File: config.mk
export PLATFORM = sky130hd
export DESIGN_NAME = uart_tx_arbiter
export DESIGN_NICKNAME = d
export VERILOG_FILES = /design/src/rtl/uart_pkg.sv /design/src/rtl/uart_tx_arbiter_rr_select.sv /design/src/rtl/uart_tx_arbiter.sv
export SDC_FILE = /design/constraint.sdc
export NUM_CORES = 1
export LEC_CHECK = 0
export CAP_MARGIN = 15
export CORE_MARGIN = 5
export CORE_UTILIZATION = 41
export CTS_CLUSTER_DIAMETER = 30
export DETAILED_ROUTE_END_ITERATION = 16
export PLACE_DENSITY = 0.88
export SKIP_CTS_REPAIR_TIMING = 1
export SLEW_MARGIN = 20
export SYNTH_ARGS = -nofsm -noshare
export SYNTH_HDL_FRONTEND = slang
export SYNTH_SLANG_ARGS = --single-unit
File: constraint.sdc
create_clock -name i_clock -period 2.7 [get_ports i_clock]
set_clock_uncertainty 0.05 [all_clocks]
set_input_delay 0.675 -clock i_clock [delete_from_list [all_inputs] [get_ports i_clock]]
set_output_delay 0.675 -clock i_clock [all_outputs]
set_load 0.05 [all_outputs]
File: src/rtl/uart_pkg.sv
// Shared UART definitions: arbiter FSM states and default byte width.
// Used by uart_tx, baudrate_generator and uart_tx_arbiter.
// Pure declarations; no logic.
package uart_pkg;

  // Default serial byte width shared by the transmitter and its arbiter.
  localparam int DEF_NB_DATA = 8;

  // Transfer sequencing states of the transmit arbiter.
  typedef enum logic [1:0] {
    IDLE      = 2'd0,
    ISSUE     = 2'd1,
    WAIT_BUSY = 2'd2,
    WAIT_DONE = 2'd3
  } arb_state_t;

endpackage

File: src/rtl/uart_tx_arbiter_rr_select.sv
// Rotate-and-priority-encode: picks the first requester at or above i_rr_ptr, with wrap.
// Combinational, zero latency.
// No backpressure; o_vld simply reflects whether any request is present.
// With UART_ARB_FIXED_PRIO_EN defined the rotation is forced to 0 (lowest index wins).
module rr_select
  import uart_pkg::*;
#(
  parameter int N_REQ      = 4,
  parameter int NB_REQ_IDX = $clog2(N_REQ)
) (
  input  logic [N_REQ-1:0]      i_req,
  input  logic [NB_REQ_IDX-1:0] i_rr_ptr,
  output logic                  o_vld,
  output logic [NB_REQ_IDX-1:0] o_idx
);

  localparam logic [NB_REQ_IDX:0] LP_N = (NB_REQ_IDX+1)'(N_REQ);

  logic [NB_REQ_IDX-1:0] w_rot_amt;
  logic [N_REQ-1:0]      w_rot;
  logic [NB_REQ_IDX:0]   w_ofs;
  logic [NB_REQ_IDX:0]   w_sum;

`ifdef UART_ARB_FIXED_PRIO_EN
  assign w_rot_amt = '0;
`else
  assign w_rot_amt = i_rr_ptr;
`endif

  // Rotate so that bit 0 of w_rot is the requester at the pointer.
  assign w_rot = N_REQ'({i_req, i_req} >> w_rot_amt);
  assign o_vld = |i_req;

  // Offset of the lowest set bit in the rotated vector (scanned downward so lowest wins).
  always_comb begin
    w_ofs = '0;
    for (int k = N_REQ - 1; k >= 0; k--) begin
      if (w_rot[k]) begin
        w_ofs = k[NB_REQ_IDX:0];
      end
    end
  end

  // Undo the rotation: pointer plus offset, modulo N_REQ.
  always_comb begin
    w_sum = {1'b0, w_rot_amt} + w_ofs;
    if (w_sum >= LP_N) begin
      w_sum = w_sum - LP_N;
    end
  end

  assign o_idx = w_sum[NB_REQ_IDX-1:0];

endmodule

File: src/rtl/uart_tx_arbiter.sv
// Round-robin arbiter sharing one uart_tx between N_REQ byte requesters (fixed priority with UART_ARB_FIXED_PRIO_EN).
// Latency: request seen in IDLE at cycle t gives o_tx_start/o_ack at t+1; then waits for the frame to finish.
// Backpressure: no grant while i_tx_available is low; a watchdog aborts if the transmitter never goes busy.
module uart_tx_arbiter
  import uart_pkg::*;
#(
  parameter int NB_DATA        = DEF_NB_DATA,
  parameter int N_REQ          = 4,
  parameter int NB_REQ_IDX     = $clog2(N_REQ),
  parameter int TIMEOUT_CYCLES = 1023,
  parameter int NB_TIMEOUT     = $clog2(TIMEOUT_CYCLES + 1)
) (
  input  logic                     i_clock,
  input  logic                     i_reset,
  input  logic [N_REQ-1:0]         i_req,
  input  logic [N_REQ*NB_DATA-1:0] i_req_data,
  output logic [N_REQ-1:0]         o_ack,
  output logic                     o_tx_start,
  output logic [NB_DATA-1:0]       o_tx_data,
  input  logic                     i_tx_available,
  output logic                     o_busy,
  output logic [NB_REQ_IDX-1:0]    o_grant_idx,
  output logic                     o_timeout
);

  localparam logic [NB_TIMEOUT-1:0] LP_TIMEOUT  = NB_TIMEOUT'(TIMEOUT_CYCLES);
  localparam logic [NB_REQ_IDX-1:0] LP_LAST_IDX = NB_REQ_IDX'(N_REQ - 1);

  arb_state_t            r_state;
  arb_state_t            w_state_nxt;
  logic [NB_DATA-1:0]    r_tx_data;
  logic [NB_REQ_IDX-1:0] r_grant_idx;
  logic [NB_TIMEOUT-1:0] r_wd;

  logic                  w_sel_vld;
  logic [NB_REQ_IDX-1:0] w_sel_idx;
  logic [NB_REQ_IDX-1:0] w_rr_ptr;
  logic [NB_DATA-1:0]    w_sel_data;
  logic                  w_grant;
  logic                  w_wd_clr;
  logic                  w_wd_inc;

  // ------------------------------------------------------------------
  // Round-robin pointer: only exists when rotation is in use.
  // ------------------------------------------------------------------
`ifdef UART_ARB_FIXED_PRIO_EN
  assign w_rr_ptr = '0;
`else
  logic [NB_REQ_IDX-1:0] r_rr_ptr;

  // Advance the pointer past the winner on every grant; an abort leaves it alone.
  always_ff @(posedge i_clock or posedge i_reset) begin
    if (i_reset) begin
      r_rr_ptr <= '0;
    end else if (w_grant) begin
      r_rr_ptr <= (w_sel_idx == LP_LAST_IDX) ? '0 : w_sel_idx + 1'b1;
    end
  end

  assign w_rr_ptr = r_rr_ptr;
`endif

  rr_select #(
    .N_REQ      (N_REQ),
    .NB_REQ_IDX (NB_REQ_IDX)
  ) u_rr_select (
    .i_req    (i_req),
    .i_rr_ptr (w_rr_ptr),
    .o_vld    (w_sel_vld),
    .o_idx    (w_sel_idx)
  );

  // Mux out the winning requester's byte.
  always_comb begin
    w_sel_data = '0;
    for (int k = 0; k < N_REQ; k++) begin
      if (w_sel_idx == k[NB_REQ_IDX-1:0]) begin
        w_sel_data = i_req_data[k*NB_DATA +: NB_DATA];
      end
    end
  end

  // ------------------------------------------------------------------
  // Transfer FSM
  // ------------------------------------------------------------------

  // State register.
  always_ff @(posedge i_clock or posedge i_reset) begin
    if (i_reset) begin
      r_state <= IDLE;
    end else begin
      r_state <= w_state_nxt;
    end
  end

  // Next state and pulse outputs; start/ack/timeout are decoded from the state so
  // a reset removes them in the same cycle.
  always_comb begin
    w_state_nxt = r_state;
    w_grant     = 1'b0;
    w_wd_clr    = 1'b0;
    w_wd_inc    = 1'b0;
    o_tx_start  = 1'b0;
    o_ack       = '0;
    o_timeout   = 1'b0;
    case (r_state)
      IDLE: begin
        if (w_sel_vld && i_tx_available) begin
          w_grant     = 1'b1;
          w_state_nxt = ISSUE;
        end
      end
      ISSUE: begin
        o_tx_start         = 1'b1;
        o_ack[r_grant_idx] = 1'b1;
        w_wd_clr           = 1'b1;
        w_state_nxt        = WAIT_BUSY;
      end
      WAIT_BUSY: begin
        if (!i_tx_available) begin
          w_state_nxt = WAIT_DONE;
        end else if (r_wd == LP_TIMEOUT) begin
          o_timeout   = 1'b1;
          w_state_nxt = IDLE;
        end else begin
          w_wd_inc = 1'b1;
        end
      end
      WAIT_DONE: begin
        // Frame length is bounded by the transmitter itself, so no watchdog here.
        if (i_tx_available) begin
          w_state_nxt = IDLE;
        end
      end
      default: begin
        w_state_nxt = IDLE;
      end
    endcase
  end

  // Latch byte and index at grant; held until the next grant so o_tx_data stays stable.
  always_ff @(posedge i_clock or posedge i_reset) begin
    if (i_reset) begin
      r_tx_data   <= '0;
      r_grant_idx <= '0;
    end else if (w_grant) begin
      r_tx_data   <= w_sel_data;
      r_grant_idx <= w_sel_idx;
    end
  end

  // Watchdog counting cycles spent waiting for the transmitter to go busy.
  always_ff @(posedge i_clock or posedge i_reset) begin
    if (i_reset) begin
      r_wd <= '0;
    end else if (w_wd_clr) begin
      r_wd <= '0;
    end else if (w_wd_inc) begin
      r_wd <= r_wd + NB_TIMEOUT'(1);
    end
  end

  assign o_busy      = (r_state != IDLE);
  assign o_tx_data   = r_tx_data;
  assign o_grant_idx = r_grant_idx;

endmodule

==> results.toml <==
[run_status]
status = "finished with violations"
violations = "negative setup slack"

[setup_path]
r2r_setup_slack_ps = -160
max_stage_delay_ps = 280
timing.rr.start = "r_rr_ptr[0]"
worstSetupEndpointType = "flop"
cp_data_required_time_ps = 2840
cp_cell_sequence = "buf_6, o311ai_2, o21ai_1, o221ai_1, ha_2, xnor2_2, and4_1, or2_4, ha_4, nor2b_4, buf_6, a221oi_2, o31a_1, o21ai_1"
cp_max_fo = 6
slowest_stage = "or2_4"
crit_start = "i_req[2]"
critPathLaunchType = "primary input"
critPathKind = "primary input to flop"
cp.arrival_ps = 3050

[yosys]
synthTopCellsByArea = "dfrtp_1 (38%), nand2_1 (6.1%), o21ai_0 (5.3%)"
synthesis.area_um2 = 1590
async_reset_ff_frac = 1.00
synth_area_per_cell_um2 = 8.65
syn-num-nets = 229
seq_area_frac_synth = 0.377
synth-seq-cells = 24
synth_top_area_share = 0.377
synth_most_common_cell = "nand2_1"
synth_edf_count = 0
syn_inst = 184
synth_cell_types = 41
yosys_most_used_dff = "dfrtp_1"
synthTopCellsByCount = "nand2_1 (26), dfrtp_1 (24), o21ai_0 (17)"
synth-warning-count = 0
synth_top_area_cell = "dfrtp_1"

[clock_network]
cts_sinks = 24
tritoncts = "built"
cts.clk_slew.worst_paths_ps = 80
root_buffer = "clkbuf_8"
cts_buffer_depth = 2
cts_buffers = 3
insertion_delay_ps = 250
htreeDepth = 1

[hold_path]
hp-class = "flop to flop"
worstHoldStart = "o_tx_data[6]"

[final_layout]
multi_input_area_um2 = 1010
area_growth_pct = 57.5
nets = 300
fillers = 299
register_area_um2 = 602
drive_gt1_frac = 0.237
n_antenna_cell = 0
postLayoutCoreUtil = 0.674

[pwr]
worst_ir_drop_vdd_mv = 0.613
power_density_nw_per_um2 = 1250
total_power_mw = 3.12
p_leak_nw = 1.07

[route]
route.detailed.drc = 0
initialDrtViolationCount = 67
vias = 1691
first_pass_iters = 4
ant_nets = 0
post_drt_via_cell_ratio = 5.62
drt_wl_total_um = 4860
drt-wirelength-per-cell_um = 16.1

[job]
drv_cap = 0

[floorplanning]
coreArea_um2 = 3720
io_pins = 56
die_y_um = 72.3
die_w_um = 72.3
rows = 22
dieArea_um2 = 5230
start_util = 0.428

[grt]
grt_overflow = 0
grtUsageTotal = 0.172
grt_pass1_vias = 1572
grt_pass1_wl_um = 7220
antenna_found_initial = 0
grt_max_degree = 25

[place]
place_worst_setup_slack_ps = -754
globalplace.congestion = 0.799
hpwl_um = 3470
port_buffers = 55

[timing]
max_freq_mhz = 343
min_period_over_period = 1.08
slew_headroom = 0.643
setup_viol = 8
final_max_slew_viol_count = 0
setup_ws_ps = -213
rsz0062_at_grt = "yes"
finalHoldViolations = 0
min_period_ps = 2910
worst_slew_pin_slew_ps = 534
-- worst max-delay path: cells and delay by family --
family | cells | cell delay (ps)
xor+xnor | 1 | 70
compound gates | 6 | 920
simple gates | 3 | 700
fa+ha+maj | 2 | 420
buf+inv | 2 | 260
-- logic make-up after synthesis --
family	count (synthesis)	synth area share
and+or+nand+nor	73	0.234
AOI/OAI and AO/OA	54	0.234
DFF	24	0.377
buffers and inverters	20	0.0597
adders and majority gates	6	0.0472
muxes	5	0.0362
xor gates and xnor gates	2	0.0110
-- final timing paths --
| kind | end | depth (start not counted) |
|---|---|---|
| max in group asynchronous | r_rr_ptr[0] | 3 |
| worst min-delay path | o_tx_data[6] | 2 |
| worst max-delay path | o_tx_data[7] | 14 |
| worst max register to register | o_tx_data[7] | 14 |
| worst min register to register | o_tx_data[6] | 2 |
| min in group asynchronous | o_tx_data[0] | 3 |
-- report_power, final --
part / internal (mW) / switching, mW / leakage [nW] / total [mW]
clock network: 0.0994 / 0.104 / 0.0216 / 0.203
logic: 1.10 / 1.25 / 0.737 / 2.35
registers: 0.473 / 0.0995 / 0.312 / 0.573
-- placed cells by master (no fill, tap or decap), drive strengths merged, types with 2 or more instances in the layout --
cell and n:
and3 3, mux2i 2, o211ai 4, ha 6, or4 2, o31ai 6
nand3b 4, nor2b 5, a21oi 4, nor3b 4, and2 2, clkbuf 3
dfrtp 24, a21o 2, a31oi 2, nand4 3, nand3 4, clkdlybuf4s50 45
a221oi 7, inv 8, nor3 3, o21ai 17, nor2 13, buf 33
nand2 26, o31a 7, mux2 3
-- layer usage --
| layer | vias up | share of wire | GRT usage |
|---|---|---|---|
| li1 | 814 | - | - |
| met5 | - | 0 | 0 |
| met4 | 0 | 0.052 | 0.0605 |
| met1 | 799 | 0.38 | 0.207 |
| met3 | 20 | 0.044 | 0.0166 |
| met2 | 58 | 0.53 | 0.315 |
-- area by class of cell --
class,instances,area share
clock buffers,3,0.0165
inverters,8,0.0120
multi-input cells,140,0.403
flip-flops and latches,24,0.240
well taps,48,0.0240
repair buffers,78,0.304
-- registers in the layout (all words and copies together) (netlist names) --
signal,count
r_wd,10
o_tx_data,8
o_grant_idx,2
r_rr_ptr,2
r_state,2
-- through the flow --
stage                     instances  area [um^2]  hold WS [ps]  setup TNS, ps
after detailed placement        292         2320           416          -6420
final                           301         2510           442          -1190
after floorplan                 184         1630           394           -831
after global routing            301         2510           476          -2440
after CTS                       295         2360           444          -3820
after global placement          292         2320           416          -5520
Power figures use the tool's default switching activity.
